$ cat config.mk
export PLATFORM = sky130hd
export DESIGN_NAME = axis_fifo_packer
export DESIGN_NICKNAME = d
export VERILOG_FILES = /design/src/rtl/axis_serdes_pkg.sv /design/src/rtl/axis_fifo_packer_lsb_first_index.sv /design/src/rtl/axis_fifo_packer.sv
export SDC_FILE = /design/constraint.sdc
export NUM_CORES = 1
export LEC_CHECK = 0
export BUFFER_PORTS_ARGS = -buffer_cell sky130_fd_sc_hd__clkbuf_2
export CORE_UTILIZATION = 50
export CTS_CLUSTER_DIAMETER = 150
export DETAILED_ROUTE_END_ITERATION = 16
export PLACE_DENSITY_LB_ADDON = 0.1
export SLEW_MARGIN = 5
export SYNTH_ARGS = -nofsm -noshare
export SYNTH_HDL_FRONTEND = slang
export SYNTH_SLANG_ARGS = --single-unit
$ cat constraint.sdc
create_clock -name i_wclk -period 3.2 [get_ports i_wclk]
set_clock_uncertainty 0.1 [all_clocks]
set_input_delay 0.96 -clock i_wclk [delete_from_list [all_inputs] [get_ports i_wclk]]
set_output_delay 0.96 -clock i_wclk [all_outputs]
set_load 0.02 [all_outputs]
$ cat src/rtl/axis_serdes_pkg.sv
// axis_serdes_pkg: shared types and default widths for the SERDES TX byte path.
package axis_serdes_pkg;

    localparam int IN_BYTES_DEF = 4;
    localparam int BYTE_W_DEF   = 8;

    typedef struct packed {
        logic                    last;
        logic [BYTE_W_DEF-1:0]   data;
    } fifo_word_t;

    typedef enum logic {
        IDLE,
        UNPACK
    } state_t;

endpackage

$ cat src/rtl/axis_fifo_packer_lsb_first_index.sv
// lsb_first_index: priority encoder returning the lowest set bit of a mask,
// plus a flag telling whether exactly one bit is set.
module lsb_first_index #(
    parameter int N  = 4,
    parameter int IW = (N > 1) ? $clog2(N) : 1
) (
    input  logic [N-1:0]  mask_i,
    output logic [IW-1:0] idx_o,
    output logic          one_hot_o
);

    always_comb begin
        idx_o = '0;
        for (int i = N - 1; i >= 0; i--)
            if (mask_i[i]) idx_o = IW'(i);
    end

    assign one_hot_o = (mask_i != '0) && ((mask_i & (mask_i - 1'b1)) == '0);

endmodule

$ cat src/rtl/axis_fifo_packer.sv
// axis_fifo_packer: unpacks AXI-Stream beats into single tagged bytes for the
// async FIFO write port, LSB byte first, one byte per cycle while not full.
module axis_fifo_packer
    import axis_serdes_pkg::*;
#(
    parameter int IN_BYTES = IN_BYTES_DEF,
    parameter int BYTE_W   = BYTE_W_DEF
) (
    input  logic                       i_wclk,
    input  logic                       i_rst_n,
    input  logic [IN_BYTES*BYTE_W-1:0] s_axis_tdata,
    input  logic [IN_BYTES-1:0]        s_axis_tkeep,
    input  logic                       s_axis_tlast,
    input  logic                       s_axis_tvalid,
    output logic                       s_axis_tready,
    output logic                       o_wr,
    output logic [BYTE_W:0]            o_wdata,
    input  logic                       i_wfull,
    output logic                       o_busy,
    output logic [15:0]                o_frame_cnt,
    output logic                       o_err
);

    localparam int IW = (IN_BYTES > 1) ? $clog2(IN_BYTES) : 1;

    state_t                     state_q, state_d;
    logic [IN_BYTES*BYTE_W-1:0] data_q, data_d;
    logic [IN_BYTES-1:0]        mask_q, mask_d;
    logic                       last_q, last_d;
    logic [15:0]                frame_cnt_q, frame_cnt_d;
    logic                       err_q, err_d;
    logic [IW-1:0]              idx;
    logic                       one_hot;
    logic                       final_wr;
    logic                       accept;

    lsb_first_index #(.N(IN_BYTES), .IW(IW)) u_idx (
        .mask_i    (mask_q),
        .idx_o     (idx),
        .one_hot_o (one_hot)
    );

    assign o_wr          = (state_q == UNPACK) && !i_wfull;
    assign final_wr      = o_wr && one_hot;
    // Ready on the last-byte cycle lets the next beat load with no bubble.
    assign s_axis_tready = (state_q == IDLE) || final_wr;
    assign accept        = s_axis_tvalid && s_axis_tready;
    assign o_wdata       = {last_q && one_hot, data_q[idx*BYTE_W +: BYTE_W]};
    assign o_busy        = (state_q == UNPACK);
    assign o_frame_cnt   = frame_cnt_q;
    assign o_err         = err_q;

    always_comb begin
        state_d     = state_q;
        data_d      = data_q;
        mask_d      = mask_q;
        last_d      = last_q;
        err_d       = err_q;
        frame_cnt_d = (final_wr && last_q) ? frame_cnt_q + 16'd1 : frame_cnt_q;
        if (o_wr) mask_d[idx] = 1'b0;
        if (final_wr) state_d = IDLE;
        if (accept && s_axis_tkeep != '0) begin
            state_d = UNPACK;
            data_d  = s_axis_tdata;
            mask_d  = s_axis_tkeep;
            last_d  = s_axis_tlast;
        end
        // An empty closing beat cannot carry the last flag into the FIFO.
        if (accept && s_axis_tkeep == '0 && s_axis_tlast) err_d = 1'b1;
    end

    always_ff @(posedge i_wclk or negedge i_rst_n) begin
        if (!i_rst_n) begin
            state_q     <= IDLE;
            data_q      <= '0;
            mask_q      <= '0;
            last_q      <= 1'b0;
            frame_cnt_q <= '0;
            err_q       <= 1'b0;
        end else begin
            state_q     <= state_d;
            data_q      <= data_d;
            mask_q      <= mask_d;
            last_q      <= last_d;
            frame_cnt_q <= frame_cnt_d;
            err_q       <= err_d;
        end
    end

endmodule

-- Word-level counts from Yosys, hierarchy flattened
Cells that the tools add are included.
- output and inout bits: 29
- flip-flop bits (word level): 55
- add/subtract/negate cells: 2
- bitwise operators: 4
- reductions and logical operators: 18
- order comparisons: 2
- mux-type cells: 10
- shifts and indexed selects: 1
- operators with widths (cell ; number):
    32-bit by 6-bit indexed part select with 8-bit output ; 1
    16-bit by 1-bit adder with 16-bit output, second input constant ; 1
    1-bit logical AND ; 10
    4-bit AND ; 2
    4-bit logical NOT ; 2
    2-bit 2-to-1 mux ; 4
    4-bit 2-to-1 mux ; 2
    4-bit nonzero test ; 2
    4-bit inverter ; 1
    2-bit nonzero test ; 2
    4-bit by 1-bit subtractor with 4-bit output, second input constant ; 1
    2-bit by 3-bit less-than comparator with 1-bit output, second input constant ; 1
    1-bit 2-to-1 mux ; 3
    1-bit demux with 2-bit select ; 1
    2-bit by 1-bit greater-or-equal comparator with 1-bit output, second input constant ; 1
    1-bit logical NOT ; 1
    1-bit logical OR ; 1
    1-bit inverter ; 1

-- Logic depth before layout (Yosys ltp)
Gate-level depths: netlist of run 1.
- word-level depth: 12
- depth in mapped cells: 7
- gate-level depth less buffers: 5

-- Modules after synthesis
A second synthesis of run 1 with hierarchy kept.
- cell total of the unflattened synthesis: 176
- area, all modules: 2481.1 um^2
- by module, submodules not included (module ; area each (um^2) ; seq. area each (um^2) ; instances ; cells each):
    axis_fifo_packer ; 2419.8 ; 1376.3 ; 1 ; 167
    lsb_first_index ; 61.3 ; 0.0 ; 1 ; 9

-- Least setup slack after synthesis of run 1
No wires, ideal clock.
- path kind: reg2out
- start point: register mask_q[0]
- end point: output o_wdata[8]
- required time: 2.140 ns
- cell stages (with the launch flop): 6
- arrival: 1.470 ns
- buffers on the path: 2
- path slack: 0.670 ns
- cells stage by stage: dfrtp_1 -> clkbuf_2 -> nor4b_1 -> a211oi_2 -> buf_2 -> nor2b_1
- longest elaborated chain between the ends: 5
- elaborated cells on any way between the ends: 6
- classes of those cells: add/sub (1); bitwise (1); reduce/logical (4)
- ends and longest elaborated chain (what ; RTL line ; text):
    start: declaration ; axis_fifo_packer.sv:28 ; logic [IN_BYTES-1:0] mask_q, mask_d;
    start signal: assignment ; axis_fifo_packer.sv:83 ; mask_q <= mask_d;
    4-bit by 1-bit subtractor with 4-bit output ; axis_fifo_packer_lsb_first_index.sv:18 ; assign one_hot_o = (mask_i != '0) && ((mask_i & (mask_i - 1'b1)) == '0);
    4-bit AND ; axis_fifo_packer_lsb_first_index.sv:18 ;
    4-bit logical NOT ; axis_fifo_packer_lsb_first_index.sv:18 ;
    1-bit logical AND (*) ; axis_fifo_packer_lsb_first_index.sv:18 ;
    1-bit logical AND (*) ; axis_fifo_packer.sv:48 ; assign o_wdata = {last_q && one_hot, data_q[idx*BYTE_W +: BYTE_W]};
    end: declaration ; axis_fifo_packer.sv:17 ; output logic [BYTE_W:0] o_wdata,
Mark *: on every way between the ends. The rest lies on a longest branch, timed or not.

-- Worst setup path in the final report of run 1
- start point: register mask_q[0]
- end point: output o_wdata[6]
- longest elaborated chain between the ends: 2
- ends and longest elaborated chain (what ; RTL line ; text):
    2-bit 2-to-1 mux ; axis_fifo_packer_lsb_first_index.sv:15 ; if (mask_i[i]) idx_o = IW'(i);
    32-bit by 6-bit indexed part select with 8-bit output ; axis_fifo_packer.sv:48 ;
Every way passes these cells.

==> impl_metrics.env, run 1 <==
export IMPL_finalSetupTns_ns=0
export IMPL_die_area_sq_um=5640
export IMPL_clock_path_buffers=2
export IMPL_slew_violations=0
export IMPL_antenna_found_initial=0
export IMPL_ys_ff_latch=55
export IMPL_synth_edf_count=0
export IMPL_period_share_pct=94.1
export IMPL_syn_num_nets=315
export IMPL_slew_limit_headroom_pct=54.0
export IMPL_post_cts_setup_buffers=0
export IMPL_arrival_ns=1.95
export IMPL_routed_wirelength_microns=6070
export IMPL_gp_congestion=0.788
export IMPL_drc_errors=0
export IMPL_synthCells=273
export IMPL_core_area_sq_um=5140
export IMPL_pwr_share_seq_pct=39.1
export IMPL_htreeDepth=2
export IMPL_p_per_area_nw_per_um2=942
export IMPL_start_util_pct=52.0
export IMPL_synth_top_cell_area_share_pct=51.5
export IMPL_vias_per_cell=5.45
export IMPL_yosys_area_top_type="dfrtp_1"
export IMPL_cts_resized=0
export IMPL_p_sw_w=0.00131
export IMPL_ir_drop_mv=0.845
export IMPL_numClockSinks=55
export IMPL_ios=70
export IMPL_holdBufCountCts=0
export IMPL_yosys_top_cells_area="dfrtp_1, nand2_1, o22ai_1, xor2_1, a221o_1"
export IMPL_num_fill_cells=504
export IMPL_first_global_vias=1948
export IMPL_syn_area_per_cell_sq_um=9.79
export IMPL_worst_setup_path_start_kind="register"
export IMPL_clkTransAtPathRegs_ns=0.09
export IMPL_diodes=0
export IMPL_crit_fanout=8
export IMPL_drtIter0Drc=173
export IMPL_cts_buffers=5
export IMPL_grt_pass1_wl_microns=9670
export IMPL_end_kind="output pin"
export IMPL_postRouteAntennaNets=0
export IMPL_synth_flop_cell="dfrtp_1"
export IMPL_synthToLayoutAreaGrowth_pct=17.7
export IMPL_fmax_ghz=0.332
export IMPL_p_clk_share_pct=12.8
export IMPL_p_comb_share_pct=48.1
export IMPL_post_drt_wl_per_cell_microns=14.9
export IMPL_startpoint="mask_q[0]"
export IMPL_dr_pass1_iters=4
export IMPL_rsz0062_at_grt="no"
export IMPL_root_buffer="clkbuf_8"
export IMPL_r2r_start="mask_q[0]"
export IMPL_hp_class="reg2reg"
export IMPL_final_core_util_pct=61.2
export IMPL_grt_use_total_pct=22.9
export IMPL_drive_gt1_share_pct=27.1
export IMPL_final_cell_mix="nand2_1, clkbuf_2, dfrtp_1, o22ai_1, xor2_1"
export IMPL_synth_seq_area_share_pct=51.5
export IMPL_hold_start="o_frame_cnt[15]"
export IMPL_grt_overflow_total=0
export IMPL_setup_viol=0
export IMPL_vias=2211
export IMPL_tightest_slew_ns=0.690
export IMPL_worst_setup_path_type="reg2out"
export IMPL_hpwlAfterDp_microns=4030
export IMPL_maxCapViolCount=0
export IMPL_netSwitchingFraction_pct=44.1
export IMPL_clk_latency_ns=0.30
export IMPL_cp_required_ns=2.14
export IMPL_yosysUniqueCellTypes=41
export IMPL_p_int_w=0.00166
export IMPL_async_reset_ff_share_pct=100
export IMPL_fin_nets=377
export IMPL_hold_depth=1
export IMPL_cellLeakagePower_nw=1.61
export IMPL_die_h_microns=75.1
export IMPL_syn_cell_area_sq_um=2670
export IMPL_cts_tree="yes"
export IMPL_io_buffers=69
export IMPL_status="finished, final reports clean"
export IMPL_die_x_microns=75.1
export IMPL_row_count=26
export IMPL_grt_max_degree=56
export IMPL_ys_warn_count=0
export IMPL_ff2ff_path_depth=6
export IMPL_final_common_cell="nand2_1"
export IMPL_final_hold_violation_count=0
export IMPL_post_route_min_period_ns=3.01
==> state kept, by name, indices dropped and copies added (netlist names) <==
signal,cells
data_q,32
last_q,1
mask_q,4
o_busy,1
o_err,1
o_frame_cnt,16
==> cells by family after synthesis <==
family / count (synthesis) / synth area share, %
flip-flops: 55 / 51.5
adder cells (fa/ha/maj): 1 / 0.468
AND/OR/NAND/NOR: 118 / 21.9
AO/OA/AOI/OAI: 58 / 16.0
XOR/XNOR: 16 / 5.24
multiplexers: 1 / 0.421
buffers and inverters: 24 / 4.54
==> metrics by stage <==
| step | area, sq um | hold WS [ns] | power [W] | setup slack, ns | cells |
|---|---|---|---|---|---|
| detailed placement | 3060 | 0.357 | 0.00259 | 0.443 | 398 |
| finish | 3150 | 0.375 | 0.00296 | 0.190 | 406 |
| floorplan | 2670 | 0.397 | 0.00220 | 0.670 | 273 |
| global route | 3150 | 0.403 | 0.00317 | 0.0616 | 406 |
| CTS | 3150 | 0.378 | 0.00297 | 0.202 | 406 |
| global placement | 3060 | 0.356 | 0.00256 | 0.467 | 398 |
==> power groups by stage <==
stage	clock [W]	sequential, W	combinational [W]
2_1_floorplan	0	0.00113	0.00108
3_3_place_gp	0	0.00116	0.00140
3_5_place_dp	0	0.00116	0.00142
4_1_cts	0.000394	0.00115	0.00143
5_1_grt	0.000418	0.00119	0.00156
6_report	0.000379	0.00116	0.00143
==> metal layers <==
layer / track usage (%) / part of all wire [%] / vias to the layer above / routed length, microns
met3: 5.49 / 5.4 / 4 / 328
met2: 32.3 / 45 / 73 / 2740
li1: - / - / 1105 / -
met1: 35.5 / 49 / 1029 / 2970
met4: 5.03 / 0.64 / 0 / 39
met5: 0 / 0 / - / 0
==> final timing paths <==
check | to | slack [ns]
setup / recovery | o_wdata[6] | 0.19
hold / removal | o_frame_cnt[15] | 0.38
setup reg to reg | data_q[7] | 1.07
hold reg to reg | o_frame_cnt[15] | 0.38
max in group asynchronous | mask_q[0] | 1.87
min in group asynchronous | o_frame_cnt[7] | 0.66
==> cell type report <==
type | count | area (sq um) | share of cell area, %
clock inverter | 3 | 18.8 | 0.596
inverter | 2 | 7.51 | 0.239
tap | 70 | 87.6 | 2.78
clock buffer | 5 | 68.8 | 2.19
multi-input combinational | 194 | 1180 | 37.6
sequential | 55 | 1380 | 43.7
timing repair buffer | 77 | 405 | 12.9
==> Yosys cell counts (all sizes together) (2+ instances only) <==
master  instances
nor3            4
and4            2
nand4           5
nand3           2
nor4b           6
a22o            8
nor2b           3
nand2b          2
dfrtp          55
and2            2
nor3b           6
buf            14
clkbuf          8
or2             2
nand2          76
xnor2           2
and4b           2
o21ai           2
a221o           8
xor2           14
nor2            2
o22ai          36
==> critical path: stages (launching register included) <==
cell      delay (ns)
dfrtp_1         0.47
nor2_1          0.22
and2_0          0.43
a22o_1          0.22
a221o_1         0.13
clkbuf_2        0.17
Note: power is estimated with default switching activity, not from simulation.
==> run 2: changes to the inputs <==
--- a/config.mk
+++ b/config.mk
@@ -9,6 +9,7 @@
 export CORE_UTILIZATION = 50
 export CTS_CLUSTER_DIAMETER = 150
 export DETAILED_ROUTE_END_ITERATION = 16
+export GPL_TIMING_DRIVEN = 0
 export PLACE_DENSITY_LB_ADDON = 0.1
 export SLEW_MARGIN = 5
 export SYNTH_ARGS = -nofsm -noshare
==> impl_metrics.env, run 2 (synthesis results as in run 1) <==
export IMPL_row_count=26
export IMPL_grt_use_total_pct=24.0
export IMPL_antenna_found_initial=0
export IMPL_drc_errors=0
export IMPL_routed_wirelength_microns=6220
export IMPL_largest_reg_flops=32
export IMPL_final_hold_violation_count=0
export IMPL_first_global_vias=2046
export IMPL_r2r_start="mask_q[0]"
export IMPL_ios=70
export IMPL_top_register="data_q"
export IMPL_fin_nets=391
export IMPL_hold_depth=1
export IMPL_setup_viol=0
export IMPL_grt_overflow_total=0
export IMPL_ir_drop_mv=0.450
export IMPL_slew_violations=0
export IMPL_die_area_sq_um=5640
export IMPL_worst_setup_path_start_kind="register"
export IMPL_start_util_pct=52.0
export IMPL_cts_buffers=5
export IMPL_drive_gt1_share_pct=28.3
export IMPL_post_route_min_period_ns=3.07
export IMPL_clk_latency_ns=0.31
export IMPL_htreeDepth=2
export IMPL_die_x_microns=75.1
export IMPL_die_h_microns=75.1
export IMPL_dr_pass1_iters=4
export IMPL_synthToLayoutAreaGrowth_pct=22.5
export IMPL_period_share_pct=96.0
export IMPL_worst_hold_path_endpoint="o_frame_cnt[15]"
export IMPL_worst_setup_path_type="reg2out"
export IMPL_ff2ff_path_depth=6
export IMPL_numClockSinks=55
export IMPL_gp_congestion=0.763
export IMPL_slowest_delay_ns=0.46
export IMPL_clock_path_buffers=2
export IMPL_postRouteAntennaNets=0
export IMPL_r2r_end="data_q[11]"
export IMPL_critPathTopFamily="buffers and inverters"
export IMPL_post_drt_wl_per_cell_microns=14.8
export IMPL_design_area_sq_um=3280
export IMPL_io_buffers=69
export IMPL_rsz0062_at_grt="no"
export IMPL_path_common_cell="buf_2"
export IMPL_crit_fanout=10
export IMPL_tightest_slew_ns=0.743
export IMPL_final_common_cell="nand2_1"
export IMPL_grt_max_degree=56
export IMPL_slowest_stage="a211oi_4"
export IMPL_hold_start="o_frame_cnt[15]"
export IMPL_worst_path_buf_inv=3
export IMPL_end_kind="output pin"
export IMPL_root_buffer="clkbuf_8"
export IMPL_clkTransAtPathRegs_ns=0.10
export IMPL_hp_class="reg2reg"
export IMPL_status="finished, final reports clean"
export IMPL_fmax_ghz=0.326
export IMPL_maxCapViolCount=0
export IMPL_vias=2336
export IMPL_vias_per_cell=5.56
export IMPL_holdBufCountCts=0
export IMPL_diodes=0
export IMPL_reg2reg_slack_ns=1.10
export IMPL_path_depth=6
export IMPL_grt_pass1_wl_microns=10100
export IMPL_cts_tree="yes"
export IMPL_cellLeakagePower_nw=1.67
export IMPL_drtIter0Drc=202
export IMPL_p_per_area_nw_per_um2=988
export IMPL_path_cells="buf_2 > xor2_1 > a211oi_4 > buf_2 > nor2b_1 > clkbuf_2"
export IMPL_placed_area_sq_um=3110
export IMPL_slew_limit_headroom_pct=50.5
export IMPL_arrival_ns=2.01
export IMPL_hpwlAfterDp_microns=4310
export IMPL_finalSetupTns_ns=0
export IMPL_final_cell_mix="nand2_1, clkbuf_2, dfrtp_1, o22ai_1, xor2_1"
export IMPL_cp_required_ns=2.14
export IMPL_core_area_sq_um=5140
-- run 2: cell count changes in the layout (fill, tap and decap cells not counted), moves of 2 or more --
cell       previous run  this run
buf_2                 0         9
buf_4                 8         1
clkbuf_1              0         6
buf_1                 0         2
buf_6                 0         2
bufinv_16             0         2
clkinv_2              2         0
nor4b_1               5         3
-- run 2: worst max-delay path by stage --
stage | end | start | slack, ns
finish | o_wdata[8] | mask_q[2] | 0.13
global route | o_wdata[8] | mask_q[2] | 0.002
CTS | o_wdata[7] | mask_q[0] | 0.02
detailed placement | o_wdata[7] | mask_q[0] | 0.30
global placement | o_wdata[7] | mask_q[0] | 0.29
floorplan | o_wdata[8] | mask_q[0] | 0.67
-- run 2: area by class of cell --
class | instances | area [sq um]
multi-input cells | 194 | 1200
flip-flops and latches | 55 | 1380
clock buffers | 5 | 68.8
well taps | 70 | 87.6
repair buffers | 69 | 348
plain buffers | 22 | 115
inverters | 2 | 7.51
fillers | 477 | 1860
clock inverters | 3 | 67.6
-- run 2: stage by stage --
stage	setup WS, ns	hold slack, ns	power [W]	util [%]	instances
finish	0.129	0.372	0.00324	63.7	420
global route	0.00163	0.406	0.00345	63.7	420
CTS	0.0198	0.380	0.00323	63.5	420
detailed placement	0.295	0.360	0.00265	60.5	412
global placement	0.287	0.353	0.00262	60.4	412
floorplan	0.670	0.397	0.00220	-	273
-- run 2: routing by layer --
metal  routed length, microns  global-route usage (%)  vias to the layer above
met3                      352                    4.15                        7
met4                       67                    6.29                        0
met5                        0                       0                        -
met1                     3060                    37.2                     1113
li1                         -                       -                     1136
met2                     2750                    34.6                       80
-- run 2: repair_timing --
| action | in CTS | in global routing |
|---|---|---|
| setup buffers | 0 | 0 |
| resized for setup | 2 | 4 |
| setup endpoints to repair | 9 | 10 |
| pin swaps | 1 | 0 |
-- run 2: where the power goes --
part           total [W]  leakage [nW]  switching, W  internal (W)
clock           0.000545        0.0644      0.000233      0.000312
combinational    0.00156         0.897      0.000941      0.000624
sequential       0.00113         0.706      0.000179      0.000948
total            0.00324          1.67       0.00135       0.00188
-- run 2: worst register-to-register path, cell delays in order, from the launching register on --
cell and delay (ns):
dfrtp_1 0.38, clkbuf_2 0.18, nor4b_2 0.40, a211oi_4 0.13
nor3b_2 0.40, buf_2 0.31, o22ai_1 0.10
==> run 3: changes to the inputs <==
--- a/config.mk
+++ b/config.mk
@@ -9,8 +9,7 @@
 export CORE_UTILIZATION = 50
 export CTS_CLUSTER_DIAMETER = 150
 export DETAILED_ROUTE_END_ITERATION = 16
-export GPL_TIMING_DRIVEN = 0
-export PLACE_DENSITY_LB_ADDON = 0.1
+export PLACE_DENSITY_LB_ADDON = 0.2
 export SLEW_MARGIN = 5
 export SYNTH_ARGS = -nofsm -noshare
 export SYNTH_HDL_FRONTEND = slang
==> constraint.sdc (replaced) <==
create_clock -name i_wclk -period 3.4 [get_ports i_wclk]
set_clock_uncertainty 0.1 [all_clocks]
set_input_delay 1.02 -clock i_wclk [delete_from_list [all_inputs] [get_ports i_wclk]]
set_output_delay 1.02 -clock i_wclk [all_outputs]
set_load 0.02 [all_outputs]
==> impl_metrics.env, run 3 (synthesis results as in run 1) <==
export IMPL_p_sw_w=0.00121
export IMPL_die_h_microns=75.1
export IMPL_fin_nets=376
export IMPL_multi_input_area_sq_um=1180
export IMPL_routed_wirelength_microns=6040
export IMPL_slew_violations=0
export IMPL_diodes=0
export IMPL_drc_errors=0
export IMPL_final_common_cell="nand2_1"
export IMPL_setup_viol=0
export IMPL_vias_per_cell=5.55
export IMPL_pwr_share_seq_pct=37.9
export IMPL_post_cts_setup_buffers=0
export IMPL_top_register="data_q"
export IMPL_dr_pass1_iters=4
export IMPL_p_per_area_nw_per_um2=902
export IMPL_crit_fanout=8
export IMPL_tightest_slew_ns=0.681
export IMPL_root_buffer="clkbuf_8"
export IMPL_grt_use_total_pct=22.9
export IMPL_antenna_found_initial=0
export IMPL_drtIter0Drc=158
export IMPL_grt_util_met2_pct=34.9
export IMPL_vias=2249
export IMPL_slew_limit_headroom_pct=54.6
export IMPL_rsz0062_at_grt="no"
export IMPL_drive_gt1_share_pct=26.9
export IMPL_die_x_microns=75.1
export IMPL_die_area_sq_um=5640
export IMPL_seq_area_sq_um=1380
export IMPL_grt_max_degree=56
export IMPL_cts_buffers=5
export IMPL_fmax_ghz=0.326
export IMPL_worst_setup_path_start_kind="register"
export IMPL_start_util_pct=52.0
export IMPL_num_fill_cells=476
export IMPL_gr_usage_met3_pct=5.09
export IMPL_first_global_vias=2031
export IMPL_arrival_ns=1.95
export IMPL_numClockSinks=55
export IMPL_p_int_w=0.00165
export IMPL_ios=70
export IMPL_post_drt_wl_per_cell_microns=14.9
export IMPL_finalSetupTns_ns=0
export IMPL_end_kind="output pin"
export IMPL_slowest_stage="dfrtp_1"
export IMPL_p_clk_share_pct=15.7
export IMPL_post_route_min_period_ns=3.07
export IMPL_busiest_layer="met2"
export IMPL_met1_usage_pct=33.1
export IMPL_cp_required_ns=2.28
export IMPL_synthToLayoutAreaGrowth_pct=18.5
export IMPL_netSwitchingFraction_pct=42.4
export IMPL_maxCapViolCount=0
export IMPL_ir_drop_mv=0.665
export IMPL_hpwlAfterDp_microns=4040
export IMPL_cts_resized=0
export IMPL_path_cells="nor2_1 > and2_0 > a22o_1 > a221o_1 > clkbuf_2"
export IMPL_holdBufCountCts=0
export IMPL_row_count=26
export IMPL_total_power_w=0.00286
export IMPL_cts_tree="yes"
export IMPL_htreeDepth=2
export IMPL_io_buffers=69
export IMPL_worst_path_buf_inv=1
export IMPL_postRouteAntennaNets=0
export IMPL_cellLeakagePower_nw=1.62
export IMPL_final_hold_violation_count=0
export IMPL_worst_setup_path_type="reg2out"
export IMPL_core_area_sq_um=5140
export IMPL_critPathTopFamily="simple AND/OR/NAND/NOR gates"
export IMPL_p_comb_share_pct=46.4
export IMPL_clkTransAtPathRegs_ns=0.09
export IMPL_final_cell_mix="nand2_1, clkbuf_2, dfrtp_1, o22ai_1, xor2_1"
export IMPL_grt_pass1_wl_microns=9660
export IMPL_largest_reg_flops=32
export IMPL_period_share_pct=90.3
export IMPL_hp_class="reg2reg"
export IMPL_clk_latency_ns=0.31
export IMPL_status="finished, final reports clean"
export IMPL_slowest_delay_ns=0.46
export IMPL_gp_congestion=0.817
export IMPL_clock_path_buffers=2
export IMPL_grt_overflow_total=0
-- run 3: final timing paths --
kind / slack [ns] / depth (start not counted) / to / startpoint
worst min-delay path: 0.37 / 1 / o_frame_cnt[15] / o_frame_cnt[15]
worst min register to register: 0.37 / 1 / o_frame_cnt[15] / o_frame_cnt[15]
worst max-delay path: 0.33 / 5 / o_wdata[6] / mask_q[1]
min in group asynchronous: 0.72 / 2 / o_frame_cnt[2] / i_rst_n
max in group asynchronous: 2.02 / 2 / data_q[24] / i_rst_n
worst max register to register: 1.36 / 6 / data_q[30] / mask_q[1]
-- run 3: per-layer routing --
layer	routed length, microns	vias up
met1	2870	1075
met5	0	-
met2	2800	72
met3	313	6
li1	-	1096
met4	54	0
-- run 3: power by group through the flow --
stage	Combinational, W	Clock [W]	Sequential [W]
after floorplan	0.00101	0	0.00106
after global placement	0.00132	0	0.00108
after detailed placement	0.00134	0	0.00109
after CTS	0.00134	0.000459	0.00108
after global routing	0.00146	0.000485	0.00112
final	0.00133	0.000449	0.00108
-- run 3: area by class of cell --
class                      count  share of cell area [%]
clock inverter                 2                    1.11
tap                           70                    2.76
clock buffer                   6                    2.61
sequential                    55                    43.4
multi-input combinational    194                    37.3
timing repair buffer          76                    12.6
inverter                       2                   0.237
-- run 3: per-stage QoR --
stage	std cells	area, sq um	worst slack (ns)	hold slack [ns]	utilization (%)
final	405	3170	0.329	0.369	61.7
after global routing	405	3170	0.184	0.402	61.7
after CTS	405	3170	0.302	0.378	61.7
after detailed placement	397	3050	0.509	0.357	59.4
after global placement	397	3050	0.535	0.356	59.4
after floorplan	273	2670	0.810	0.397	-
